$ cat src/rtl/isb_pkg.sv
// Shared types and constants for the ISB training-port arbiter.
package isb_pkg;

  localparam int PC_W   = 16;
  localparam int ADDR_W = 16;

  // Saturation ceiling for the per-requester drop counters.
  localparam logic [15:0] DROP_MAX = 16'hFFFF;

  // One training access as carried through the requester FIFOs.
  typedef struct packed {
    logic [PC_W-1:0]   pc;
    logic [ADDR_W-1:0] addr;
  } train_req_t;

endpackage

$ cat src/rtl/isb_train_fifo.sv
// Small per-requester FIFO. A full FIFO refuses a push even when it is
// popped in the same cycle; popping an empty FIFO is ignored.
module isb_train_fifo
  import isb_pkg::*;
#(
  parameter int  DEPTH = 4,
  parameter type T     = train_req_t,
  localparam int AW    = $clog2(DEPTH),
  localparam int CW    = AW + 1
) (
  input  logic          clk,
  input  logic          reset,
  input  logic          push,
  input  T              push_data,
  input  logic          pop,
  output T              head,
  output logic [CW-1:0] count,
  output logic          full
);

  logic [AW-1:0] wr_ptr_q, wr_ptr_d;
  logic [AW-1:0] rd_ptr_q, rd_ptr_d;
  logic [CW-1:0] count_q, count_d;
  logic          do_push, do_pop;
  T              mem_q [DEPTH];

  assign full    = (count_q == CW'(DEPTH));
  assign count   = count_q;
  assign head    = mem_q[rd_ptr_q];
  assign do_push = push && !full;
  assign do_pop  = pop && (count_q != '0);

  // Next-state for pointers (wrap naturally at power-of-two DEPTH) and count.
  always_comb begin
    wr_ptr_d = wr_ptr_q;
    rd_ptr_d = rd_ptr_q;
    count_d  = count_q;
    if (do_push) wr_ptr_d = wr_ptr_q + AW'(1);
    if (do_pop)  rd_ptr_d = rd_ptr_q + AW'(1);
    case ({do_push, do_pop})
      2'b10:   count_d = count_q + CW'(1);
      2'b01:   count_d = count_q - CW'(1);
      default: count_d = count_q;
    endcase
  end

  // Pointer and count registers; reset discards all queued entries.
  always_ff @(posedge clk) begin
    if (reset) begin
      wr_ptr_q <= '0;
      rd_ptr_q <= '0;
      count_q  <= '0;
    end else begin
      wr_ptr_q <= wr_ptr_d;
      rd_ptr_q <= rd_ptr_d;
      count_q  <= count_d;
    end
  end

  // Storage write; contents need no reset because count gates visibility.
  always_ff @(posedge clk) begin
    if (do_push && !reset) mem_q[wr_ptr_q] <= push_data;
  end

endmodule

$ cat src/rtl/isb_train_arb.sv
// Two-requester round-robin arbiter feeding the single ISB training port
// through a registered output stage, with saturating drop counters.
module isb_train_arb
  import isb_pkg::*;
#(
  parameter int DEPTH  = 4,
  parameter int PC_W   = isb_pkg::PC_W,
  parameter int ADDR_W = isb_pkg::ADDR_W
) (
  input  logic              clk,
  input  logic              reset,
  input  logic              v0,
  input  logic [PC_W-1:0]   pc0,
  input  logic [ADDR_W-1:0] addr0,
  output logic              full0,
  input  logic              v1,
  input  logic [PC_W-1:0]   pc1,
  input  logic [ADDR_W-1:0] addr1,
  output logic              full1,
  input  logic              isb_busy,
  output logic              v_out,
  output logic [PC_W-1:0]   pc_out,
  output logic [ADDR_W-1:0] addr_out,
  output logic [15:0]       drop0,
  output logic [15:0]       drop1
);

  localparam int CW = $clog2(DEPTH) + 1;

  typedef struct packed {
    logic [PC_W-1:0]   pc;
    logic [ADDR_W-1:0] addr;
  } req_t;

  req_t          in0, in1, head0, head1;
  logic [CW-1:0] count0, count1;
  logic          ne0, ne1, gnt0, gnt1;

  logic              last_grant_q, last_grant_d;
  logic              v_out_q, v_out_d;
  logic [PC_W-1:0]   pc_out_q, pc_out_d;
  logic [ADDR_W-1:0] addr_out_q, addr_out_d;
  logic [15:0]       drop0_q, drop0_d, drop1_q, drop1_d;

  assign in0 = '{pc: pc0, addr: addr0};
  assign in1 = '{pc: pc1, addr: addr1};

  isb_train_fifo #(.DEPTH(DEPTH), .T(req_t)) u_fifo0 (
    .clk(clk), .reset(reset), .push(v0), .push_data(in0),
    .pop(gnt0), .head(head0), .count(count0), .full(full0)
  );

  isb_train_fifo #(.DEPTH(DEPTH), .T(req_t)) u_fifo1 (
    .clk(clk), .reset(reset), .push(v1), .push_data(in1),
    .pop(gnt1), .head(head1), .count(count1), .full(full1)
  );

  assign ne0 = (count0 != '0);
  assign ne1 = (count1 != '0);

  // Round-robin grant, output-stage next values and drop counting.
  always_comb begin
    gnt0         = 1'b0;
    gnt1         = 1'b0;
    last_grant_d = last_grant_q;
    if (!isb_busy) begin
      if (ne0 && ne1) begin
        // Contention: the port that did not win last time goes now.
        if (last_grant_q) gnt0 = 1'b1;
        else              gnt1 = 1'b1;
        last_grant_d = ~last_grant_q;
      end else if (ne0) begin
        gnt0 = 1'b1;
      end else if (ne1) begin
        gnt1 = 1'b1;
      end
    end

    v_out_d    = gnt0 | gnt1;
    pc_out_d   = pc_out_q;
    addr_out_d = addr_out_q;
    if (gnt0) begin
      pc_out_d   = head0.pc;
      addr_out_d = head0.addr;
    end else if (gnt1) begin
      pc_out_d   = head1.pc;
      addr_out_d = head1.addr;
    end

    drop0_d = drop0_q;
    drop1_d = drop1_q;
    if (v0 && full0 && drop0_q != DROP_MAX) drop0_d = drop0_q + 16'd1;
    if (v1 && full1 && drop1_q != DROP_MAX) drop1_d = drop1_q + 16'd1;
  end

  // Registered output stage, arbitration history and counters.
  always_ff @(posedge clk) begin
    if (reset) begin
      last_grant_q <= 1'b1;
      v_out_q      <= 1'b0;
      pc_out_q     <= '0;
      addr_out_q   <= '0;
      drop0_q      <= '0;
      drop1_q      <= '0;
    end else begin
      last_grant_q <= last_grant_d;
      v_out_q      <= v_out_d;
      pc_out_q     <= pc_out_d;
      addr_out_q   <= addr_out_d;
      drop0_q      <= drop0_d;
      drop1_q      <= drop1_d;
    end
  end

  assign v_out    = v_out_q;
  assign pc_out   = pc_out_q;
  assign addr_out = addr_out_q;
  assign drop0    = drop0_q;
  assign drop1    = drop1_q;

endmodule
$ cat config.mk
export PLATFORM = sky130hd
export DESIGN_NAME = isb_train_arb
export DESIGN_NICKNAME = d
export VERILOG_FILES = /design/src/rtl/isb_pkg.sv /design/src/rtl/isb_train_fifo.sv /design/src/rtl/isb_train_arb.sv
export SDC_FILE = /design/constraint.sdc
export NUM_CORES = 1
export LEC_CHECK = 0
export ABC_CLOCK_PERIOD_IN_PS = 4900
export CAP_MARGIN = 40
export CELL_PAD_IN_SITES_DETAIL_PLACEMENT = 1
export CELL_PAD_IN_SITES_GLOBAL_PLACEMENT = 2
export CORE_MARGIN = 2
export CORE_UTILIZATION = 41
export DETAILED_ROUTE_END_ITERATION = 10
export PLACE_DENSITY_LB_ADDON = 0.1
export SYNTH_ARGS = -nofsm -noshare
export SYNTH_HDL_FRONTEND = slang
export SYNTH_HIERARCHICAL = 1
export SYNTH_SLANG_ARGS = --single-unit
$ cat constraint.sdc
create_clock -name clk -period 4.9 [get_ports clk]
set_input_delay 0.98 -clock clk [delete_from_list [all_inputs] [get_ports clk]]
set_output_delay 0.98 -clock clk [all_outputs]
set_load 0.01 [all_outputs]
==> results.md <==
Floorplan:
- The number of core rows is 66.
- The floorplan step defined a die boundary enclosing 34100 µm².
- In this run the standard cell core region covers 32400 µm².
- The chip width is 185 µm.
- Once the floorplan was initialized, standard cells occupied 41.3% of the core.
- During I/O placement, the number of pins put on the boundary was 136.
- The die height is 185 µm.

Placement:
- During placement, the flow inserted port buffers numbering 135.
- The detailed placer's ending HPWL is 20100 µm.
- OpenSTA, run right after detailed placement, puts the worst setup slack at 1.14 ns.
- The last weighted congestion value of the routability-driven placer is 0.773.

Critical path:
- The startpoint type of the worst setup path is a primary input.
- At the worst endpoint, the required time is 5.34 ns.
- The worst endpoint data arrival time is 3.73 ns.
- The worst register-to-register path ends at u_fifo0/count[2].
- The startpoint of the worst-slack reg-to-reg timing path is u_fifo1/count[0].
- For the worst flop-to-flop path, the logic depth is 10.
- For flop-to-flop paths, the worst setup slack is 1.65 ns.
- The peak fanout along the critical path is 34.
- The endpoint type of the worst setup path is a flop.
- By startpoint and endpoint, the worst setup path is classified as primary input to flop.

Clocking:
- In this run, post-CTS hold repair placed 0 buffers.
- Clock-pin slew was measured on the worst setup and hold paths at 0.06 ns.
- In this run, CTS created clock tree buffers numbering 37.
- The number of gates resized after CTS was 0.
- The number of setup buffers added after CTS is 0.
- The clock passes through at most 3 buffers.
- Clock tree synthesis found a total of 340 sinks.
- The cell sitting at the root of the clock tree is a sky130_fd_sc_hd__clkbuf_16.
- TritonCTS built the clock tree.
- The clock reaches the later pin of the worst-skew pair after 0.53 ns.
- The H-tree was split into 2 levels.

STA:
- The clock arrives with 0.0202 ns of skew.
- The final critical-path setup slack is 1.61 ns.
- The final count of hold timing violations is 0.
- The upper clock frequency limit is 304 MHz.
- The actual slew at the worst max-slew pin is 0.835 ns.
- The final hold slack is 0.520 ns.
- The minimum period implied by the final worst setup slack is 3.29 ns.
- In the final timing run, aggregate negative setup slack is 0 ns.
- The number of pins exceeding their max-slew limit in the final report is 0.
- The final worst-path cycle share is 67.2%.
- The count of final setup violators is 0.
- Headroom to the max-slew limit came out at 43.9%.
- Setup repair after global routing left no endpoint under its margin.

Power:
- Power comes to 7.41 mW.
- In this run the power density over the cells is 451 nW/µm².
- The leakage dissipation is 5.26 nW.
- The worst-case IR drop observed on VDD is 0.252 mV.

Min path:
- The hold-critical path endpoint is drop1[1].
- In this run the most critical hold path is launched from drop1[1].
- Counting instances, the worst hold path has a depth of 2.
- The min-delay analysis places its worst path in the category flop to flop.

Yosys:
- After synthesis, the most frequently instantiated cells are 256 x sky130_fd_sc_hd__edfxtp_1, 84 x sky130_fd_sc_hd__dfxtp_1, 73 x sky130_fd_sc_hd__nand2_1, 60 x sky130_fd_sc_hd__mux4_2, 34 x sky130_fd_sc_hd__nor2_1.
- The Yosys warning count is 6.
- The sequential area share after synthesis is 70.0%.
- Yosys instantiated no cell more often than sky130_fd_sc_hd__edfxtp_1.
- The top cell type by total area after synthesis is sky130_fd_sc_hd__edfxtp_1.
- The number of nets in the synthesized netlist is 908.
- Yosys mapped a number of flops with a built-in enable equal to 256.
- Synthesis handed over a netlist of 825 instances.
- The register bit count reported by yosys is 340.
- Of all flip-flops after synthesis, the portion carrying an async set or reset was 0%.
- In the synthesized netlist the dominant register cell turns out to be sky130_fd_sc_hd__edfxtp_1.
- Dividing the synthesized area by the synthesized cell count gives 16.2 µm².
- The unique cell type count in the Yosys netlist is 54.
- The summed instance area of the synthesized netlist is 13400 µm².
- The share of the synthesized area in the top cell type is 57.5%.
- By area the synthesized netlist is led by sky130_fd_sc_hd__edfxtp_1 57%, sky130_fd_sc_hd__dfxtp_1 13%, sky130_fd_sc_hd__mux4_2 10%, sky130_fd_sc_hd__nand2_1 2.0%, sky130_fd_sc_hd__o21ai_0 1.2%.

Finish:
- For this run, the post-layout net count is 1056.
- The layout-stage area growth over the synthesis result is 22.8%.
- In the final layout, the share of cells above drive strength 1 is 16.2%.
- For this run, the share of the core covered by cells in the final layout is 50.7%.

Global route:
- The number of global-route vias before repair is 8394.
- The total congestion overflow is 0.
- The overall track demand over capacity in global routing is 18.4%.
- The initial antenna violation count came to 1.
- Entering global routing, the biggest net connects 66 pins.
- The first global-routing pass estimated 47500 µm of wire.

Route:
- Dividing the detail-routed via count by the number of cells gives 5.36.
- After detailed routing, the average wire length per cell comes to 21.0 µm.
- The routed wire length is 30400 µm.
- The detailed router finished its first iteration with 430 violations.
- After detailed routing, the number of remaining DRC violations is 0.
- The number of iterations in the first detailed-routing pass is 4.
- The routed layout has 7751 vias.
- The count of antenna-violating nets left after detailed routing is 0.

Outcome:
- The run finished with clean final reports.

Flow run:
- Max-cap violations in this run came to 0.
-- through the flow --
| stage | instance area (µm²) | cells |
|---|---|---|
| 2_1_floorplan | 13400 | 825 |
| 3_3_place_gp | 15200 | 1373 |
| 3_5_place_dp | 15200 | 1376 |
| 4_1_cts | 16400 | 1444 |
| 5_1_grt | 16400 | 1444 |
| 6_report | 16400 | 1446 |
-- per-layer routing --
metal	part of all wire [%]	vias up	track usage (%)
li1	-	3564	-
met4	2.0	2	4.86
met3	5.7	41	3.97
met1	41	3965	22.8
met2	51	179	32.6
met5	0.043	-	0
-- critical path: stages --
cell and delay (ns):
sky130_fd_sc_hd__clkdlybuf4s50_1 0.51, sky130_fd_sc_hd__inv_1 0.09, sky130_fd_sc_hd__o211ai_1 0.12, sky130_fd_sc_hd__inv_2 0.45
sky130_fd_sc_hd__o31a_1 0.27, sky130_fd_sc_hd__ha_1 0.19, sky130_fd_sc_hd__inv_1 0.06, sky130_fd_sc_hd__fa_1 0.38
sky130_fd_sc_hd__xor2_1 0.17, sky130_fd_sc_hd__or3_1 0.33, sky130_fd_sc_hd__a21oi_1 0.17
-- where the power goes --
group	total, mW	internal, mW	switching, mW
registers	3.46	3.31	0.147
logic	1.26	0.578	0.680
clock network	2.70	1.58	1.11
-- how the worst max path moves through the flow --
stage	startpoint	to	cells after the start
after floorplan	reset	u_fifo0/mem_q[0][0]	2
after global placement	isb_busy	u_fifo0/count[2]	11
after detailed placement	isb_busy	u_fifo0/count[2]	11
after CTS	u_fifo1/count[2]	full1	2
after global routing	u_fifo1/count[1]	u_fifo0/count[2]	10
final	isb_busy	u_fifo0/count[2]	11
-- cell families after synthesis --
kind of cell	synth area share, %
flops	70.0
simple gates	7.77
compound gates	5.97
mux	11.4
buf+inv	2.79
fa+ha+maj	1.42
xor+xnor	0.589
-- registers in the layout, indices dropped and copies added (netlist names), 3 cells and up, named ones only --
name and count:
u_fifo0/count 3, addr_out 16, u_fifo0/mem_q 128, u_fifo1/count 3, u_fifo1/mem_q 128, drop1 16
pc_out 16, drop0 16
-- layout by cell type (no fill, tap or decap), types with 6 or more instances in the layout --
cell,synthesis,layout
sky130_fd_sc_hd__nand4_1,8,8
sky130_fd_sc_hd__a311oi_1,12,12
sky130_fd_sc_hd__o31ai_1,11,11
sky130_fd_sc_hd__ha_1,12,12
sky130_fd_sc_hd__o21ai_0,32,32
sky130_fd_sc_hd__buf_4,2,15
sky130_fd_sc_hd__edfxtp_1,256,256
sky130_fd_sc_hd__xor2_1,6,6
sky130_fd_sc_hd__nand2b_1,6,6
sky130_fd_sc_hd__clkbuf_16,0,38
sky130_fd_sc_hd__nand2_1,73,73
sky130_fd_sc_hd__nor3b_2,2,10
sky130_fd_sc_hd__a21oi_1,27,26
sky130_fd_sc_hd__dfxtp_1,84,80
sky130_fd_sc_hd__or3_1,13,13
sky130_fd_sc_hd__clkdlybuf4s50_1,0,134
sky130_fd_sc_hd__nor4_1,8,7
sky130_fd_sc_hd__clkbuf_8,0,6
sky130_fd_sc_hd__or4_1,12,12
sky130_fd_sc_hd__nand3_1,16,16
sky130_fd_sc_hd__clkbuf_1,21,10
sky130_fd_sc_hd__mux4_2,60,60
sky130_fd_sc_hd__clkinv_2,0,11
sky130_fd_sc_hd__nor2_1,34,34
sky130_fd_sc_hd__inv_1,18,18
sky130_fd_sc_hd__a31oi_1,24,24
-- area by class of cell --
class	count	area, µm²
Antenna cell	2	5.00
Fill cell	3146	15900
Clock buffer	54	1070
Timing Repair Buffer	153	1530
Sequential cell	340	9370
Clock inverter	14	121
Multi-Input combinational cell	422	3700
Inverter	19	71.3
Tap cell	442	553
No activity file was read; power rests on OpenSTA's default activity.
==> RTL change: new RTL, config.mk and constraints unchanged <==
`DEPTH` is set to 4 in 2 places; all go to 2.
--- a/src/rtl/isb_train_fifo.sv
+++ b/src/rtl/isb_train_fifo.sv
@@ -4,5 +4,5 @@
   import isb_pkg::*;
 #(
-  parameter int  DEPTH = 4,
+  parameter int  DEPTH = 2,
   parameter type T     = train_req_t,
   localparam int AW    = $clog2(DEPTH),
--- a/src/rtl/isb_train_arb.sv
+++ b/src/rtl/isb_train_arb.sv
@@ -4,5 +4,5 @@
   import isb_pkg::*;
 #(
-  parameter int DEPTH  = 4,
+  parameter int DEPTH  = 2,
   parameter int PC_W   = isb_pkg::PC_W,
   parameter int ADDR_W = isb_pkg::ADDR_W
Check against the original RTL: not equivalent (Yosys sat finds a counterexample within 4 cycles, from zero or initial values and one cycle with reset high).
==> RTL change against the original RTL <==
First-iteration DRC count shrank 61%. Routed wire length shrank 36%. Worst setup slack gained 0.11 ns. Utilization grew 4.0 points. Area after synthesis shrank 39%. Maximum frequency grew 3.5%. Clock skew shrank 0.0034 ns. Sequential share of layout area shrank 6.8 points. Synthesized cell count shrank 27%. Clock power shrank 35%. Sequential cell count shrank 136. Critical path depth shrank 9. Design area shrank 35%. Power shrank 35%. Largest power group unchanged. Highest routed layer is now met4.
==> RTL change: results (changes against the original RTL) <==
run status = complete, no violations
Hold Crit Endpoint = pc_out[5]
post-synthesis sequential area ratio = 65.7% (-4.3 points)
Clock Skew = 0.0168 ns (-0.00341 ns)
nets@finish = 817 (-23%)
M3 GR Usage = 3.77% (-0.20 points)
Synth Area in Compound Gates = 8.12% (+2.2 points)
achievable clock frequency = 314 MHz (+3.5%)
crit path to = full0
sw frac = 26.4% (+0.27 points)
ranking of synthesized cells by area = edfxtp_1 (47%), dfxtp_1 (19%), mux2_1 (8.3%), mux2i_1 (3.9%), a211oi_1 (3.0%)
met3 WL = 853 um (-50%)
Worst R2R Setup Slack = 2.40 ns (+0.75 ns)
sequential standard cell area = 5370 sq um (-43%)
Max Fanout on Critical Path = 10 (-71%)
Regs by FF count = u_fifo0/mem_q (64), u_fifo1/mem_q (64)
worst r2r src = u_fifo0/count[1]
Hold Worst Slack = 0.499 ns (-0.0205 ns)
WL met2 = 10.2 mm (-34%)
CP Launch Type = flip-flop
Int Power = 3.52 mW (-36%)
Placed Area = 9890 sq um (-35%)
Post-Syn Nets = 675 (-26%)
antenna violations before repair = 0 (-1)
worst vdd ir = 0.316 mV (+25%)
Highest Signal Layer = met4
Adder-Cell Fraction of Synth Area = 0.613% (-0.81 points)
Mapped Cells = 602 (-27%)
pre-CTS setup slack = 1.84 ns (+0.702 ns)
mux cell area share after synthesis = 12.9% (+1.4 points)
M1 WL = 8.02 mm (-36%)
Leak Pwr = 3.71 nW (-29%)
clock power share = 36.7% (+0.3 points)
Crit path arrival time = 2.20 ns (-1.53 ns)
post-synthesis cell type count = 46 (-15%)
Placed Cells = 984 (-28%)
[RTL change: cell count changes in the layout (fill, tap and decap cells not counted), moves of 8 or more]
cell,delta
ha_1,-8
mux2i_1,+29
edfxtp_1,-128
a211oi_1,+29
a311oi_1,-10
nor3b_2,-8
nand2_1,-60
o21ai_0,-18
a31oi_1,-21
clkbuf_16,-13
mux4_2,-60
mux2_1,+58
nor2_1,+18
[RTL change: area by class of cell]
class	instances	area share [%]
timing repair buffer	146	13.9
antenna	1	0.0234
tap	265	3.10
sequential	204	50.2
clock inverter	12	1.16
multi-input combinational	358	25.0
inverter	11	0.387
clock buffer	30	6.22
[RTL change: worst max-delay path, stage by stage (launching register included)]
cell             delay, ns
dfxtp_1               0.44
nor2b_1               0.58
clkdlybuf4s50_1       0.67
[RTL change: cells by family after synthesis]
kind of cell / count (synthesis)
AO/OA/AOI/OAI: 100
XOR/XNOR: 7
adder cells (fa/ha/maj): 4
buffers and inverters: 40
flip-flops: 204
multiplexers: 97
AND/OR/NAND/NOR: 150
